<file path="config.mk">
export PLATFORM = sky130hd
export DESIGN_NAME = imm_encoder
export DESIGN_NICKNAME = d
export VERILOG_FILES = /design/src/rtl/enc_pkg.sv /design/src/rtl/imm_pack.sv /design/src/rtl/imm_encoder.sv
export SDC_FILE = /design/constraint.sdc
export NUM_CORES = 1
export LEC_CHECK = 0
export ABC_AREA = 1
export CAP_MARGIN = 30
export CORE_ASPECT_RATIO = 0.8
export CORE_MARGIN = 1
export CORE_UTILIZATION = 39
export DETAILED_ROUTE_END_ITERATION = 7
export GPL_TIMING_DRIVEN = 0
export PLACE_DENSITY = 0.84
export SLEW_MARGIN = 20
export SYNTH_ARGS = -nofsm -noshare
export SYNTH_HDL_FRONTEND = slang
export SYNTH_SLANG_ARGS = --single-unit
</file>
<file path="constraint.sdc">
create_clock -name clk -period 2.4 [get_ports clk]
set_input_delay 0.6 -clock clk [delete_from_list [all_inputs] [get_ports clk]]
set_output_delay 0.6 -clock clk [all_outputs]
set_load 0.05 [all_outputs]
</file>
<file path="src/rtl/enc_pkg.sv">
// Shared encoder definitions: instruction kinds, opcodes, immediate field widths.
// Also holds the signed-fit helper used by the range check.
package enc_pkg;

    typedef enum logic [1:0] {
        KIND_STUR = 2'd0,
        KIND_LDUR = 2'd1,
        KIND_CBZ  = 2'd2,
        KIND_BAD  = 2'd3
    } kind_e;

    typedef enum logic {
        EMPTY = 1'b0,
        FULL  = 1'b1
    } state_e;

    localparam logic [10:0] OP_STUR  = 11'b111_1100_0000;
    localparam logic [10:0] OP_LDUR  = 11'b111_1100_0010;
    localparam logic [7:0]  OP_CBZ   = 8'b1011_0100;
    localparam int          IMM_D_W  = 9;
    localparam int          IMM_CB_W = 19;

    // True when imm is a sign extension of its low w bits (bits 63..w-1 all equal).
    function automatic logic fits_signed(input logic [63:0] imm, input int w);
        logic [63:0] upper;
        upper = 64'($signed(imm) >>> (w - 1));
        return (upper == '0) || (upper == '1);
    endfunction

endpackage

</file>
<file path="src/rtl/imm_pack.sv">
// Combinational packing of a 64-bit immediate into a LEGv8 D-type or CB-type word,
// with range checking; an error forces the word to zero.
module imm_pack
    import enc_pkg::*;
(
    input  logic [1:0]  kind,
    input  logic [4:0]  rt,
    input  logic [4:0]  rn,
    input  logic [63:0] imm,
    output logic [31:0] instr,
    output logic        err
);

    always_comb begin
        instr = '0;
        err   = 1'b0;
        case (kind_e'(kind))
            KIND_STUR: begin
                err   = !fits_signed(imm, IMM_D_W);
                instr = {OP_STUR, imm[IMM_D_W-1:0], 2'b00, rn, rt};
            end
            KIND_LDUR: begin
                err   = !fits_signed(imm, IMM_D_W);
                instr = {OP_LDUR, imm[IMM_D_W-1:0], 2'b00, rn, rt};
            end
            KIND_CBZ: begin
                err   = !fits_signed(imm, IMM_CB_W);
                instr = {OP_CBZ, imm[IMM_CB_W-1:0], rt};
            end
            default: err = 1'b1;
        endcase
        if (err) begin
            instr = '0;
        end
    end

endmodule

</file>
<file path="src/rtl/imm_encoder.sv">
// Valid/ready wrapped immediate encoder: one-entry output register behind a two-state FSM.
// Define IMM_ENCODER_STATS_EN to build the stat_ok/stat_err counters; otherwise they read 0.
module imm_encoder
    import enc_pkg::*;
#(
    parameter int STAT_W = 16
) (
    input  logic              clk,
    input  logic              reset,
    input  logic              in_valid,
    output logic              in_ready,
    input  logic [1:0]        in_kind,
    input  logic [4:0]        in_rt,
    input  logic [4:0]        in_rn,
    input  logic [63:0]       in_imm,
    output logic              out_valid,
    input  logic              out_ready,
    output logic [31:0]       out_instr,
    output logic              out_err,
    output logic [STAT_W-1:0] stat_ok,
    output logic [STAT_W-1:0] stat_err
);

    state_e      state;
    state_e      state_nxt;
    logic        xfer;
    logic [31:0] pack_instr;
    logic        pack_err;

    imm_pack u_pack (
        .kind  (in_kind),
        .rt    (in_rt),
        .rn    (in_rn),
        .imm   (in_imm),
        .instr (pack_instr),
        .err   (pack_err)
    );

    // Reset drives state to EMPTY asynchronously, which also raises in_ready during reset.
    assign in_ready  = (state == EMPTY) || out_ready;
    assign xfer      = in_valid && in_ready;
    assign out_valid = (state == FULL);

    always_ff @(posedge clk or posedge reset) begin
        if (reset) begin
            state <= EMPTY;
        end else begin
            state <= state_nxt;
        end
    end

    always_comb begin
        state_nxt = state;
        case (state)
            EMPTY:   if (xfer) state_nxt = FULL;
            FULL:    if (out_ready && !xfer) state_nxt = EMPTY;
            default: state_nxt = EMPTY;
        endcase
    end

    // A new word loads only on a transfer, so a stalled word holds until it is taken.
    always_ff @(posedge clk or posedge reset) begin
        if (reset) begin
            out_instr <= '0;
            out_err   <= 1'b0;
        end else if (xfer) begin
            out_instr <= pack_instr;
            out_err   <= pack_err;
        end
    end

`ifdef IMM_ENCODER_STATS_EN
    always_ff @(posedge clk or posedge reset) begin
        if (reset) begin
            stat_ok  <= '0;
            stat_err <= '0;
        end else if (xfer) begin
            if (pack_err) begin
                stat_err <= stat_err + STAT_W'(1);
            end else begin
                stat_ok <= stat_ok + STAT_W'(1);
            end
        end
    end
`else
    assign stat_ok  = '0;
    assign stat_err = '0;
`endif

endmodule

</file>
==> summary.txt, run 1 <==
Outcome
  – Status: finished, final reports clean

Finish
  – Area grow syn2layout: 66.0%
  – Fin area: about 0.0036 mm^2
  – Share of cells above drive strength 1: 0.111
  – Final core occ: 0.695
  – # diodes: 0
  – Fin nets: a little under 600

Logic synthesis
  – Ys Warns: 0
  – Synth Register Bits: 29
  – Count leader, synth: nand2_1
  – Ys async rst share: 1.00
  – Post-synth top area share: 0.337
  – Synth Flop Type: dfrtp_1
  – Synthesized area: 0.00216 mm^2
  – Cells after Synth: around 340
  – Cell taking the most area after synthesis: dfrtp_1
  – EDFF count, synth: 0
  – Synth top area cells: dfrtp_1 34%, nand2_1 24%, buf_4 13%, nor2_1 9.4%, inv_1 5.0%
  – Cell variety after synth: 21
  – Register area share after synthesis: 0.337
  – Post-synth top cells: 139 x nand2_1, 54 x nor2_1, 37 x buf_4
  – Syn_area_per_cell: between 6 and 7 um^2

Clocking
  – CTS tree: built
  – Root Buffer: clkbuf_8
  – H-tree Lvls: 2
  – Worst-Skew Late Latency: 290 ps
  – Clock Sinks: 29
  – CTS Buf Count: 5
  – Worst-path clk slew: approximately 60 ps
  – Clk buf depth: 2

Critical path
  – Crit path cell chain: clkdlybuf4s50_1, inv_1, nand2_1, dlygate4sd2_1
  – Crit end category: output pin
  – Max stage delay on crit path: 540 ps
  – Crit Path Class: in2out
  – Critical Path Fanout Max: 3
  – Data arrival time of the worst path: ~1700 ps
  – Slowest CP cell: dlygate4sd2_1
  – Worst EP required: roughly 1800 ps
  – CP delay by family, top: buffers and inverters
  – Buffers & Inverters on Critical Path: 3
  – CP Launch Type: input pin

STA
  – Setup violators final: 0
  – RSZ-0062 raised after global routing: no
  – Hold Vio Cnt, Final: 0
  – Worst hold slack: 479 ps
  – Fin crit period: about 2300 ps
  – Tcrit/Tclk final: 0.964
  – Pin slew with the least headroom to its limit: approximately 600 ps
  – Fmax achieved: between 0.4 and 0.5 GHz
  – Clock Skew: 3.44 ps
  – Final Slew Violations: 0
  – Max-slew headroom: 0.601

Power
  – Pwr dens: ~370 mW/mm^2
  – Lkg Pwr: around 1.8 nW
  – Design Power: roughly 0.0013 W
  – Maximum vdd drop: roughly 0.20 mV

Global routing
  – Top Usage Layer GRT: met2
  – GRT Overall Usage: 0.222
  – First-pass GRT wire length: a little under 10000 um
  – Largest net degree at the start of global routing: 16
  – GRT Residual Overflow: 0
  – Met1 usage: 0.281
  – Met3 usage: 0.0536
  – Initial antenna violation count: 0
  – M2 GR Usage: 0.375
  – Vias in the first global route: between 2000 and 2500

Route
  – DR WL/cell: between 10 and 15 um
  – Vias per inst: 4.42
  – DRT Wirelength: 6410 um
  – Detail Route Antenna Nets: 0
  – DRC Markers: 0
  – Initial DRT Pass Iterations: 4
  – Iteration-0 DRC Markers: between 80 and 90
  – Vias: approximately 2500

Run
  – Max_cap viols: 0

Floorplanning
  – Rows: 23
  – Die outline height: about 70 um
  – CORE AREA: approximately 0.005 mm^2
  – Initial Utilization: 0.419
  – Io pins: between 100 and 150
  – Die Wd: ~85 um
  – Die ar.: between 0.005 and 0.006 mm^2

Placement
  – Placement Cell Area: approximately 0.0035 mm^2
  – Post-DP HPWL: 5320 um
  – Port Buffers: between 100 and 150
  – RD Place Congestion: between 0.7 and 0.8

Worst hold path
  – Hold Path Class: reg2reg
==> power breakdown <==
group | switching (W) | total, W | internal, W
registers | 0.00000164 | 0.000494 | 0.000492
clock network | 0.000185 | 0.000412 | 0.000227
logic | 0.000244 | 0.000431 | 0.000187
total | 0.000431 | 0.00134 | 0.000906
==> path summary, 6_finish.rpt <==
kind | start | endpoint | slack (ps) | depth (start not counted)
setup / recovery | out_ready | in_ready | 90 | 4
min in group asynchronous | reset | out_err | 680 | 2
max in group asynchronous | reset | out_instr[18] | 1190 | 3
hold / removal | out_instr[20] | out_instr[20] | 480 | 2
setup reg to reg | out_valid | out_instr[13] | 820 | 8
hold reg to reg | out_instr[20] | out_instr[20] | 480 | 2
==> logic make-up (layout without fill, tap and decap cells) <==
logic type,count (synthesis),in the layout,synth area share
other,1,34,0.00174
buffers and inverters,75,195,0.203
DFF,29,29,0.337
AOI/OAI and AO/OA,19,19,0.0517
and+or+nand+nor,220,220,0.407
==> sequential cells by signal, summed over array words and instances, names as in the netlist <==
name and cells:
out_instr 27, out_err 1, out_valid 1
==> worst min-delay path, stage by stage, from the launching register on <==
cell and delay, ps:
dfrtp_1 340, nand2_1 50, nand2_1 50
==> cell usage in the layout (no fill, tap or decap), types with 2 or more instances in the layout <==
cell type	n
nand2_1	139
clkdlybuf4s50_1	111
nor2_1	54
buf_4	37
conb_1	34
inv_1	29
dfrtp_1	29
nand3_1	17
o21ai_0	12
clkbuf_8	6
nand4_1	4
clkbuf_1	4
nor2_2	3
inv_2	3
o22ai_1	3
buf_6	2
a32o_1	2
==> through the flow <==
step | instances | TNS, ps | worst slack (ps)
floorplan | 377 | 0 | 430
global placement | 551 | -176 | -176
detailed placement | 552 | -186 | -186
CTS | 559 | 0 | 85.0
global route | 559 | 0 | 43.7
finish | 559 | 0 | 87.4
==> metal layers <==
layer	part of all wire	up-vias
met4	0.022	0
li1	-	1287
met5	0	-
met2	0.45	99
met1	0.44	1071
met3	0.082	15
==> area by class of cell <==
class,count,area [um^2]
multi-input combinational,273,1120
buffer,43,317
clock buffer,7,86.3
fill,432,1570
tap,62,77.6
sequential,29,726
timing repair buffer,113,1130
inverter,32,120
==> timing repair <==
item                                    4_1_cts  5_1_grt
buffers inserted                              0        0
hold buffers                                  0        0
endpoints found under the setup margin        1        0
hold endpoints to repair                      0        0
resized for setup                             1        0
Power figures use the tool's default switching activity.
==> run 2, diff against run 1 <==
--- a/config.mk
+++ b/config.mk
@@ -9,10 +9,10 @@
 export CAP_MARGIN = 30
 export CORE_ASPECT_RATIO = 0.8
 export CORE_MARGIN = 1
-export CORE_UTILIZATION = 39
+export CORE_UTILIZATION = 32
 export DETAILED_ROUTE_END_ITERATION = 7
 export GPL_TIMING_DRIVEN = 0
-export PLACE_DENSITY = 0.84
+export PLACE_DENSITY = 0.74
 export SLEW_MARGIN = 20
 export SYNTH_ARGS = -nofsm -noshare
 export SYNTH_HDL_FRONTEND = slang
==> constraint.sdc (replaced) <==
create_clock -name clk -period 2 [get_ports clk]
set_input_delay 0.5 -clock clk [delete_from_list [all_inputs] [get_ports clk]]
set_output_delay 0.5 -clock clk [all_outputs]
set_load 0.05 [all_outputs]
==> run 2 against run 1 <==
Effect of this change:
- utilization down 12 points
- global-route usage is 3.3 points lower
- die area is 21% higher
- critical path depth fell by 3
- non-clock buffer count is 3 higher
- clock-buffer cell count unchanged
- clock power is 53% higher
- combinational power grew 19%
- worst setup slack worse by 53 ps
- first-iteration DRC count increased by 33%
- sequential share of layout area decreased by 0.80 points
- hold slack gained 5.8 ps
- critical path type is now reg2out
==> summary.txt, run 2 (synthesis gave the netlist of run 1 again) <==
Outcome
  – Status: finished, final reports clean

Route
  – Initial DRT Pass Iterations: 4 (unchanged)
  – DRT Wirelength: 6520 um (+1.7%)
  – Vias: 2488 (+0.65%)
  – Detail Route Antenna Nets: 0 (unchanged)
  – DRC Markers: 0 (unchanged)
  – Iteration-0 DRC Markers: 117 (+33%)
  – Vias per inst: 4.25 (-3.8%)
  – DR WL/cell: 11.1 um (-2.8%)

STA
  – Clock Skew: 8.37 ps (+4.93 ps)
  – Final Slew Violations: 0 (unchanged)
  – Post-route setup TNS: 0 ps (unchanged)
  – Hold Vio Cnt, Final: 0 (unchanged)
  – Worst hold slack: 484 ps (+5.78 ps)
  – Pin slew with the least headroom to its limit: 567 ps (-30.1 ps)
  – RSZ-0062 raised after global routing: yes
  – Fin crit period: approximately 2000 ps
  – Setup violators final: 0 (unchanged)
  – Max-slew headroom: 0.621 (+0.0199)
  – Fmax achieved: roughly 0.51 GHz
  – Tcrit/Tclk final: 0.983

Floorplanning
  – Io pins: 147 (unchanged)
  – Initial Utilization: 0.335 (-0.0838)
  – Rows: 26 (+13%)
  – Die outline height: 75.4 um (+10%)
  – Die Wd: 93.8 um (+10%)
  – Die ar.: 0.00707 mm^2 (+21%)
  – CORE AREA: 0.00644 mm^2 (+25%)

Placement
  – Post-DP HPWL: 5370 um (+0.95%)
  – Port Buffers: 112 (unchanged)
  – RD Place Congestion: 0.798 (+3.5%)

Power
  – Clock share of power: 0.363 (+0.055)
  – Psw: 0.000520 W (+21%)
  – Switching portion of total power: 0.299 (-0.0234)
  – Pint: 0.00122 W (+35%)
  – Flop pwr share: 0.341 (-0.028)
  – Maximum vdd drop: 0.232 mV (+17%)
  – Lkg Pwr: 2.08 nW (+13%)
  – Pwr dens: 467 mW/mm^2 (+25%)
  – Comb power frac: 0.296 (-0.026)

Global routing
  – First-pass GRT wire length: 10300 um (+4.4%)
  – Vias in the first global route: 2328 (+6.6%)
  – Initial antenna violation count: 0 (unchanged)
  – Largest net degree at the start of global routing: 20 (+4)
  – GRT Residual Overflow: 0 (unchanged)
  – GRT Overall Usage: 0.188 (-0.0331)

Worst hold path
  – Worst min-delay path startpoint: out_instr[5]
  – Hold Path Class: reg2reg
  – Hold path depth: 2 (unchanged)

Finish
  – Most common cell after layout, fill and taps aside: nand2_1
  – Final core occ: 0.578 (-0.116)
  – Area grow syn2layout: 72.8%
  – # diodes: 0 (unchanged)
  – Fin nets: 580 (+0.52%)
  – Commonest non-fill, non-tap cells in the layout: 138 x nand2_1, 95 x clkdlybuf4s50_1, 51 x nor2_1, 39 x buf_4, 34 x conb_1
  – Largest Register: out_instr
  – Max reg flops: 27 (unchanged)
  – Filler cells: 627 (+45%)
  – Share of cells above drive strength 1: 0.128 (+0.0171)

Critical path
  – Worst EP required: 1500 ps (-300 ps)
  – Crit end category: output pin
  – CP delay by family, top: buffers and inverters
  – Slowest CP cell: clkdlybuf4s50_1
  – Crit Path Class: reg2out
  – Crit path cell chain: clkdlybuf4s50_1
  – CP Launch Type: register
  – Crit path depth: 1 (-3)
  – RR Startpoint: out_valid
  – Critical Path Fanout Max: 2 (-1)
  – Data arrival time of the worst path: 1470 ps (-240 ps)
  – Crit path from: out_instr[7]
  – Worst R2R Path Depth: 8 (unchanged)
  – Max stage delay on crit path: 810 ps (+270 ps)
  – Buffers & Inverters on Critical Path: 1 (-2)

Clocking
  – CTS Buf Count: 5 (unchanged)
  – Worst-path clk slew: 70 ps (about the same)
  – Worst-Skew Late Latency: 280 ps (about the same)
  – Root Buffer: clkbuf_8
  – Clock Sinks: 29 (unchanged)
  – H-tree Lvls: 2 (unchanged)
  – Clk buf depth: 2 (unchanged)
  – CTS tree: built

Run
  – Max_cap viols: 0 (unchanged)
run 2: power by group through the flow:
| stage | Sequential, W | Clock (W) | Combinational [W] |
|---|---|---|---|
| floorplan | 0.000617 | 0 | 0.000287 |
| global placement | 0.000603 | 0 | 0.000505 |
| detailed placement | 0.000603 | 0 | 0.000514 |
| CTS | 0.000592 | 0.000644 | 0.000515 |
| global route | 0.000592 | 0.000673 | 0.000559 |
| finish | 0.000592 | 0.000632 | 0.000515 |
run 2: layout make-up:
class	count	area, um^2	share of cell area
plain buffers	43	320	0.0860
clock buffers	7	86.3	0.0232
clock inverters	1	30.0	0.00806
inverters	32	120	0.0322
multi-input cells	273	1130	0.304
flip-flops and latches	29	726	0.195
well taps	84	105	0.0282
repair buffers	116	1210	0.324
run 2: repair_timing:
item	in CTS	in global routing
gates cloned	0	1
hold buffers	0	0
setup endpoints to repair	4	31
setup buffers	0	2
pin swaps	0	8
gates resized for setup	6	19
run 2: per-layer routing:
metal	track usage	vias to the layer above	routed length [um]
met5	0	-	0
li1	-	1297	-
met4	0.0735	0	142
met2	0.313	85	3010
met1	0.235	1093	2830
met3	0.0539	13	532
run 2: path summary, 6_finish.rpt:
kind	slack [ps]	to
worst max-delay path	30	out_instr[7]
worst min-delay path	480	out_instr[5]
worst max register to register	470	out_instr[13]
worst min register to register	480	out_instr[5]
max in group asynchronous	990	out_instr[9]
min in group asynchronous	530	out_instr[30]
run 2: per-stage QoR:
step,area (um^2),worst slack (ps),std cells,power [W]
after floorplan,2280,30.3,377,0.000904
after global placement,3510,-369,573,0.00111
after detailed placement,3520,-380,574,0.00112
after CTS,3630,1.30,582,0.00175
after global routing,3730,-13.4,585,0.00182
final,3730,34.8,585,0.00174
